## config.mk

```make
export PLATFORM = sky130hd
export DESIGN_NAME = wireframe_scanout
export DESIGN_NICKNAME = d
export VERILOG_FILES = /design/src/rtl/wireframe_scanout.sv
export SDC_FILE = /design/constraint.sdc
export NUM_CORES = 1
export LEC_CHECK = 0
export CAP_MARGIN = 20
export CORE_ASPECT_RATIO = 1.25
export CORE_UTILIZATION = 35
export DETAILED_ROUTE_END_ITERATION = 16
export PLACE_DENSITY = 0.67
export SETUP_SLACK_MARGIN = 0.1
export SLEW_MARGIN = 20
export SYNTH_ARGS = -nofsm -noshare
export SYNTH_HDL_FRONTEND = slang
export SYNTH_SLANG_ARGS = --single-unit
```

## constraint.sdc

```tcl
create_clock -name clk -period 5.3 [get_ports clk]
set_clock_uncertainty 0.1 [all_clocks]
set_input_delay 0.53 -clock clk [delete_from_list [all_inputs] [get_ports clk]]
set_output_delay 0.53 -clock clk [all_outputs]
set_load 0.02 [all_outputs]
```

## src/rtl/wireframe_scanout.sv

```systemverilog
// wireframe_scanout: reader side of the 1-bit wireframe frame buffer.
// On start, reads every pixel in raster order, optionally clears each location
// after it has been read, and streams the pixels out with sof/eol/eof markers.
// Ports:
//   clk, rst                         clock, synchronous active-high reset
//   start, clear_en                  frame request, clear-after-read select
//   busy, done                       frame in progress, one-cycle completion pulse
//   mem_rd_en/addr, mem_rd_data      frame-buffer read port (1-cycle latency)
//   mem_wr_en/addr/data              frame-buffer clear write port
//   px_valid/ready/data/sof/eol/eof  pixel stream with markers
module wireframe_scanout #(
  parameter int unsigned WIDTH     = 4,
  parameter int unsigned HEIGHT    = 3,
  parameter int unsigned ADDR_SIZE = 8,
  parameter logic        CLEAR_VAL = 1'b1
) (
  input  logic                 clk,
  input  logic                 rst,
  input  logic                 start,
  input  logic                 clear_en,
  output logic                 busy,
  output logic                 done,
  output logic                 mem_rd_en,
  output logic [ADDR_SIZE-1:0] mem_rd_addr,
  input  logic                 mem_rd_data,
  output logic                 mem_wr_en,
  output logic [ADDR_SIZE-1:0] mem_wr_addr,
  output logic                 mem_wr_data,
  output logic                 px_valid,
  input  logic                 px_ready,
  output logic                 px_data,
  output logic                 px_sof,
  output logic                 px_eol,
  output logic                 px_eof
);

  localparam int unsigned NPIX  = WIDTH * HEIGHT;
  localparam int unsigned COL_W = (WIDTH > 1) ? $clog2(WIDTH) : 1;
  localparam logic [ADDR_SIZE-1:0] LAST_ADDR = ADDR_SIZE'(NPIX - 1);
  localparam logic [COL_W-1:0]     LAST_COL  = COL_W'(WIDTH - 1);
  localparam int unsigned E_EOF = 0;

  localparam logic [1:0] S_IDLE  = 2'd0;
  localparam logic [1:0] S_READ  = 2'd1;
  localparam logic [1:0] S_DRAIN = 2'd2;
  localparam logic [1:0] S_DONE  = 2'd3;

  logic [1:0]           r_state;
  logic [1:0]           w_next;
  logic [ADDR_SIZE-1:0] r_addr;
  logic [COL_W-1:0]     r_col;
  logic                 r_clear;
  logic                 r_p1;        // read issued last cycle, data on mem_rd_data now
  logic [2:0]           r_p1_mark;   // {sof, eol, eof} of that read
  logic [3:0]           r_head;      // FIFO entries: {data, sof, eol, eof}
  logic [3:0]           r_tail;
  logic [1:0]           r_cnt;
  logic                 w_pop;
  logic                 w_credit;
  logic [2:0]           w_mark;
  logic [3:0]           w_entry;

  assign w_pop   = px_valid & px_ready;
  // Occupancy + in-flight - pop < 2; the read strobe is decoded this cycle so
  // the credit can count a pop happening right now, which sustains 1 px/clk.
  assign w_credit  = (3'(r_cnt) + 3'(r_p1)) < (3'd2 + 3'(w_pop));
  assign mem_rd_en = (r_state == S_READ) && w_credit;
  assign mem_rd_addr = r_addr;
  assign w_mark  = {r_addr == '0, r_col == LAST_COL, r_addr == LAST_ADDR};
  assign w_entry = {mem_rd_data, r_p1_mark};

  assign px_valid = (r_cnt != 2'd0);
  assign {px_data, px_sof, px_eol, px_eof} = r_head;

  // Next-state logic
  always_comb begin
    w_next = r_state;
    case (r_state)
      S_IDLE:  if (start) w_next = S_READ;
      S_READ:  if (mem_rd_en && (r_addr == LAST_ADDR)) w_next = S_DRAIN;
      S_DRAIN: if (w_pop && r_head[E_EOF]) w_next = S_DONE;
      S_DONE:  w_next = S_IDLE;
      default: w_next = S_IDLE;
    endcase
  end

  // State, address/column counters, read pipeline, clear writes, output FIFO
  always_ff @(posedge clk) begin
    if (rst) begin
      r_state     <= S_IDLE;
      busy        <= 1'b0;
      done        <= 1'b0;
      r_addr      <= '0;
      r_col       <= '0;
      r_clear     <= 1'b0;
      r_p1        <= 1'b0;
      r_p1_mark   <= '0;
      mem_wr_en   <= 1'b0;
      mem_wr_addr <= '0;
      mem_wr_data <= 1'b0;
      r_head      <= '0;
      r_tail      <= '0;
      r_cnt       <= 2'd0;
    end else begin
      r_state <= w_next;
      busy    <= (w_next != S_IDLE);
      done    <= (w_next == S_DONE);

      if ((r_state == S_IDLE) && start) begin
        r_addr  <= '0;
        r_col   <= '0;
        r_clear <= clear_en;
      end else if (mem_rd_en) begin
        // Address parks on the last pixel rather than wrapping
        if (r_addr != LAST_ADDR) r_addr <= r_addr + ADDR_SIZE'(1);
        r_col <= (r_col == LAST_COL) ? '0 : r_col + COL_W'(1);
      end

      r_p1        <= mem_rd_en;
      r_p1_mark   <= w_mark;
      // Clear write lands in the cycle the read data is on the bus
      mem_wr_en   <= mem_rd_en && r_clear;
      mem_wr_addr <= r_addr;
      mem_wr_data <= (mem_rd_en && r_clear) ? CLEAR_VAL : 1'b0;

      case ({r_p1, w_pop})
        2'b10: begin
          if (r_cnt == 2'd0) r_head <= w_entry;
          else               r_tail <= w_entry;
          r_cnt <= r_cnt + 2'd1;
        end
        2'b01: begin
          r_head <= (r_cnt == 2'd2) ? r_tail : 4'd0;
          r_cnt  <= r_cnt - 2'd1;
        end
        2'b11: begin
          if (r_cnt == 2'd2) begin
            r_head <= r_tail;
            r_tail <= w_entry;
          end else begin
            r_head <= w_entry;
          end
        end
        default: ;
      endcase
    end
  end

endmodule
```

==> results of run 1 <==
[worst reg2reg max path: cells and delay by family (launching register included)]
| family | cells | cell delay [ns] |
|---|---|---|
| DFF | 1 | 0.40 |
| buffers and inverters | 1 | 0.15 |
| AOI/OAI and AO/OA | 2 | 0.75 |
| and+or+nand+nor | 1 | 0.06 |
| muxes | 1 | 0.24 |
| adders and majority gates | 1 | 0.27 |
[metal layers]
metal,vias to the layer above,wire [um]
met2,38,1620
met5,-,0
met4,0,50
met1,613,1530
met3,5,217
li1,690,-
[power by group]
group / internal [W] / switching [W] / total [W]
Sequential: 0.000304 / 0.0000179 / 0.000322
Combinational: 0.0000707 / 0.0000902 / 0.000161
Clock: 0.000201 / 0.000102 / 0.000303
[registers in the layout (all words and copies together) (netlist names)]
| signal | cells |
|---|---|
| r_state | 2 |
| r_tail | 4 |
| busy | 1 |
| r_clear | 1 |
| r_p1_mark | 3 |
| r_col | 2 |
| mem_wr_addr | 8 |
| done | 1 |
| r_p1 | 1 |
| mem_rd_addr | 8 |
| r_head | 4 |
| mem_wr_en | 1 |
| r_cnt | 2 |
[final cells by class]
cell class                 instances  area (um^2)  area share, %
sequential                        38          761           35.5
clock inverter                     2         60.1           2.80
tap                               58         72.6           3.38
clock buffer                       6         82.6           3.85
timing repair buffer              32          318           14.8
multi-input combinational        122          822           38.3
inverter                           8         30.0           1.40
[stage by stage]
step / area, um^2 / std cells / hold slack (ns)
floorplan: 1640 / 174 / 0.352
global placement: 2000 / 258 / 0.365
detailed placement: 2000 / 258 / 0.365
CTS: 2150 / 266 / 0.381
global route: 2150 / 266 / 0.399
finish: 2150 / 266 / 0.374
[cells in the mapped netlist, drive strengths merged, types with 5 or more instances]
cell type,instances,area [um^2]
or3,5,31.3
nor3,11,60.1
nand2,9,33.8
inv,8,30.0
mux2i,11,110
nor2,20,75.1
nand4,6,37.5
o21ai,5,32.5
ha,8,100
nor2b,7,43.8
a21oi,8,43.8
dfxtp,38,761
[cells in the final DEF, fill, tap and decap left out, types with 5 or more instances in the layout]
master	Yosys	routed
inv_1	8	8
nor3_1	10	10
ha_1	8	8
nand4_1	6	6
a21oi_1	7	7
or3_1	5	5
nor2_1	20	20
dfxtp_1	38	38
clkbuf_8	0	6
clkdlybuf4s50_1	0	31
nand2_1	9	9
nor2b_1	7	7
mux2i_1	11	11
[cell families (layout without fill, tap and decap cells)]
logic type	count (synthesis)	count (layout)	share of synthesized area, %
AOI/OAI and AO/OA	28	28	12.6
xor gates and xnor gates	2	2	1.07
adders and majority gates	8	8	6.11
buffers and inverters	14	48	3.43
DFF	38	38	46.4
muxes	11	11	6.72
and+or+nand+nor	73	73	23.7
[worst min path at each step]
stage	from	cells past startpoint	to	slack, ns
detailed placement	r_clear	1	mem_wr_en	0.36
CTS	r_clear	1	mem_wr_en	0.38
floorplan	r_clear	2	r_clear	0.35
global route	r_clear	1	mem_wr_en	0.40
global placement	r_clear	1	mem_wr_en	0.37
finish	r_clear	1	mem_wr_en	0.37
==> impl_metrics.ini, run 1 <==
[logic_synthesis]
syn_nets = 188
synth-edff-count = 0
ys_types = 38
synthFlopType = dfxtp_1
synth-warning-count = 0
synth.avg_cell_area_um2 = 9.42
synthesis.area_um2 = 1640
postSynth.asyncResetShare_pct = 0
syn_inst = 174
ys_ff_latch = 38
yosysSeqAreaShare_pct = 46.4

[timing]
hold_viol = 0
fin_tns_setup_ns = 0
setup_slack_ns = 2.26
finalCriticalPeriod_ns = 3.04
relSlewSlack_pct = 39.1
slew_violations = 0
setup_viol = 0
worst_pin_slew_ns = 0.912
fmax_mhz = 329
fin_crit_sh_pct = 57.3
rsz0062_at_grt = no

[clock_tree]
cts_setup_buffers = 0
cts.root.buffer_cell = clkbuf_8
htreeDepth = 2
ctsHoldBuffers = 0
max-clock-path-buffers = 2
clkTransAtPathRegs_ns = 0.07
cts_tree = yes
cts_resized = 0
cts_buffers = 5
cts.sinks = 38
clkLatencyLatePin_ns = 0.29

[floorplan]
core_region_area_um2 = 4460
dieArea_um2 = 4960
die_w_um = 63.2
dieHeight_um = 78.5
placementRows = 27
num_io_pins = 32
start_util_pct = 36.8

[power]
ir_drop_v = 0.000161
total_power_w = 0.000786
cellPowerDensity_nw_per_um2 = 366
power.static_leakage_nw = 0.815

[setup_path]
crit_fanout = 9
r2r_start = r_cnt[0]
slowest_stage = clkdlybuf4s50_1
crit_arrival_ns = 2.41
cp.required_ns = 4.67
critPathKind = register to primary output
r2r_slack_ns = 3.23
cp_slowest_stage_delay_ns = 0.60
cpLargestDelayFamily = buffers and inverters
reg2regPathDepth = 6
end_kind = primary output
r2r_end = r_tail[0]
timing.critical_path.mode_cell = ha_1
crit_start = r_cnt[0]
critPathLaunchType = register
critical_path.endpoint = mem_rd_en
worstPathCellList = ha_1 -> ha_1 -> nor3_2 -> nand2_1 -> inv_1 -> clkdlybuf4s50_1
path_depth = 6
crit_buf_inv = 2

[min_path]
hold_path.class = register to register

[layout]
nets = 221
fin_util_pct = 48.1
antenna_cells = 0
fillers = 446
drive_gt1_share_pct = 8.17
syn2layout_area_growth_pct = 30.9

[placed_design]
post-dp-hpwl_mm = 2.44
gp_congestion = 0.791
pre_cts_ws_ns = 2.41
io_buffers = 31

[detailed_routing]
avgRoutedWirePerCell_um = 12.9
drt_iter0_markers = 80
via_count = 1346
drt.antenna.violating_nets = 0
wl_mm = 3.42
vias_per_cell = 5.06
dr.pass1.iters = 4
drcViolationCount = 0

[grt]
antenna_found_initial = 0
grt_pass1_wl_mm = 5.77
met1_usage_pct = 16.7
grt_max_degree = 35
track_usage_pct = 15.0
grt_pass1_vias = 1284
gr-usage-met2_pct = 26.0
grt_overflow = 0
use_met3_pct = 5.96
grt.busiest_layer = met2

[run_status]
status = finished, final reports clean

[flow_run]
maxCapViolCount = 0
Note: power is estimated with default switching activity, not from simulation.
==> inputs of run 2 (changes only) <==
==> constraint.sdc (replaced) <==
create_clock -name clk -period 2.8 [get_ports clk]
set_clock_uncertainty 0.1 [all_clocks]
set_input_delay 0.28 -clock clk [delete_from_list [all_inputs] [get_ports clk]]
set_output_delay 0.28 -clock clk [all_outputs]
set_load 0.02 [all_outputs]
==> run 2 against run 1 <==
Net effect: register-to-register slack worse by 2.5 ns; sequential power is 90% higher; combinational power grew 94%; global-route usage barely moved; largest cell class unchanged; highest routed layer unchanged.
==> impl_metrics.ini, run 2 (synthesis gave the netlist of run 1 again) <==
[clock_tree]
cts_buffers = 5
ctsHoldBuffers = 0
cts_resized = 0
clkLatencyLatePin_ns = 0.28
cts_tree = yes
cts_setup_buffers = 0
cts.root.buffer_cell = clkbuf_8
clkTransAtPathRegs_ns = 0.07
cts.sinks = 38
max-clock-path-buffers = 2
htreeDepth = 2

[detailed_routing]
drt_iter0_markers = 57
dr.pass1.iters = 4
drcViolationCount = 0
avgRoutedWirePerCell_um = 12.8
drt.antenna.violating_nets = 0
vias_per_cell = 5.09
wl_mm = 3.45
via_count = 1369

[timing]
fmax_mhz = 402
worst_pin_slew_ns = 0.717
slew_violations = 0
hold_viol = 0
relSlewSlack_pct = 52.0
fin_tns_setup_ns = 0
fin_crit_sh_pct = 88.9
finalCriticalPeriod_ns = 2.49
rsz0062_at_grt = no
setup_slack_ns = 0.310
setup_viol = 0
whs_ns = 0.378

[layout]
nets = 224
antenna_cells = 0
syn2layout_area_growth_pct = 32.3
drive_gt1_share_pct = 9.48
final_common_cell = dfxtp_1
final_area_um2 = 2170
most-common-layout-cells = dfxtp_1, clkdlybuf4s50_1, nor2_1

[power]
ir_drop_v = 0.000280
combPwrFrac_pct = 20.9
switching_power_w = 0.000395
internal_power_w = 0.00110
power.static_leakage_nw = 0.830
cellPowerDensity_nw_per_um2 = 688
p_clk_share_pct = 38.1
swShare_pct = 26.5
share_seq_of_total_power_pct = 41.0

[setup_path]
crit_fanout = 7
critPathLaunchType = register
crit_buf_inv = 2
cp.required_ns = 2.42
timing.critical_path.mode_cell = ha_1
critPathKind = register to primary output
slowest_stage = clkdlybuf4s50_1
crit_arrival_ns = 2.11
worstPathCellList = ha_1 -> ha_1 -> o21ai_2 -> nand2_1 -> inv_1 -> clkdlybuf4s50_1
cp_slowest_stage_delay_ns = 0.59
end_kind = primary output
cpLargestDelayFamily = buffers and inverters

[placed_design]
pre_cts_ws_ns = 0.540
post-dp-hpwl_mm = 2.52
io_buffers = 31
gp_congestion = 0.806
placed_area_um2 = 2030

[grt]
track_usage_pct = 15.0
grt_pass1_wl_mm = 5.82
antenna_found_initial = 0
grt_overflow = 0
grt_max_degree = 21
grt_pass1_vias = 1349

[floorplan]
dieHeight_um = 78.5
dieArea_um2 = 4960
start_util_pct = 36.8
die_w_um = 63.2
num_io_pins = 32
placementRows = 27
core_region_area_um2 = 4460

[flow_run]
maxCapViolCount = 0

[run_status]
status = finished, final reports clean

[min_path]
hold_path.class = register to register
==> run 2: cell types whose count changed in the layout (fill, tap and decap cells not counted), sizes merged <==
cell | previous run | this run
buf | 1 | 4
==> run 2: power groups by stage <==
stage,Clock [W],Combinational [W],Sequential (W)
2_1_floorplan,0,0.000185,0.000640
3_3_place_gp,0,0.000311,0.000623
3_5_place_dp,0,0.000314,0.000625
4_1_cts,0.000582,0.000315,0.000612
5_1_grt,0.000611,0.000346,0.000618
6_report,0.000568,0.000312,0.000611
==> run 2: area by class of cell <==
cell class                 instances  area, um^2
fill                             439        2290
sequential                        38         761
multi-input combinational        122         822
tap                               58        72.6
timing repair buffer              35         340
inverter                           8        30.0
clock inverter                     2        60.1
clock buffer                       6        82.6
==> run 2: worst paths after layout <==
kind | startpoint | endpoint | cells past startpoint | slack (ns)
worst max-delay path | r_cnt[0] | mem_rd_en | 6 | 0.31
worst min-delay path | r_clear | mem_wr_en | 1 | 0.38
worst min register to register | r_clear | mem_wr_en | 1 | 0.38
worst max register to register | r_cnt[0] | r_tail[1] | 7 | 0.74
==> run 2: layer usage <==
layer | vias up | global-route usage [%] | share of wire [%]
met5 | - | 0 | 0
met4 | 0 | 6.59 | 2.6
met3 | 10 | 4.36 | 4.3
met2 | 34 | 26.1 | 48
met1 | 635 | 16.8 | 45
li1 | 690 | - | -
==> run 2: stage by stage <==
| stage | util, % | total power (W) | std cells |
|---|---|---|---|
| 6_report | 48.6 | 0.00149 | 269 |
| 5_1_grt | 48.6 | 0.00158 | 269 |
| 4_1_cts | 48.6 | 0.00151 | 269 |
| 3_5_place_dp | 45.4 | 0.000938 | 261 |
| 3_3_place_gp | 45.4 | 0.000933 | 261 |
| 2_1_floorplan | - | 0.000825 | 174 |
==> run 2: worst reg2reg max path, stage by stage (launching register included) <==
cell	delay, ns
dfxtp_1	0.51
o21ai_2	0.15
inv_1	0.16
ha_1	0.27
nor2_1	0.08
a211oi_2	0.38
mux2i_1	0.23
nor2_1	0.05
==> inputs of run 3 (changes only) <==
--- a/config.mk
+++ b/config.mk
@@ -11,6 +11,7 @@
 export DETAILED_ROUTE_END_ITERATION = 16
 export PLACE_DENSITY = 0.67
 export SETUP_SLACK_MARGIN = 0.1
+export SKIP_LAST_GASP = 1
 export SLEW_MARGIN = 20
 export SYNTH_ARGS = -nofsm -noshare
 export SYNTH_HDL_FRONTEND = slang
==> results of run 3 <==
The final DEF is identical to that of run 2; final timing and power are the same.
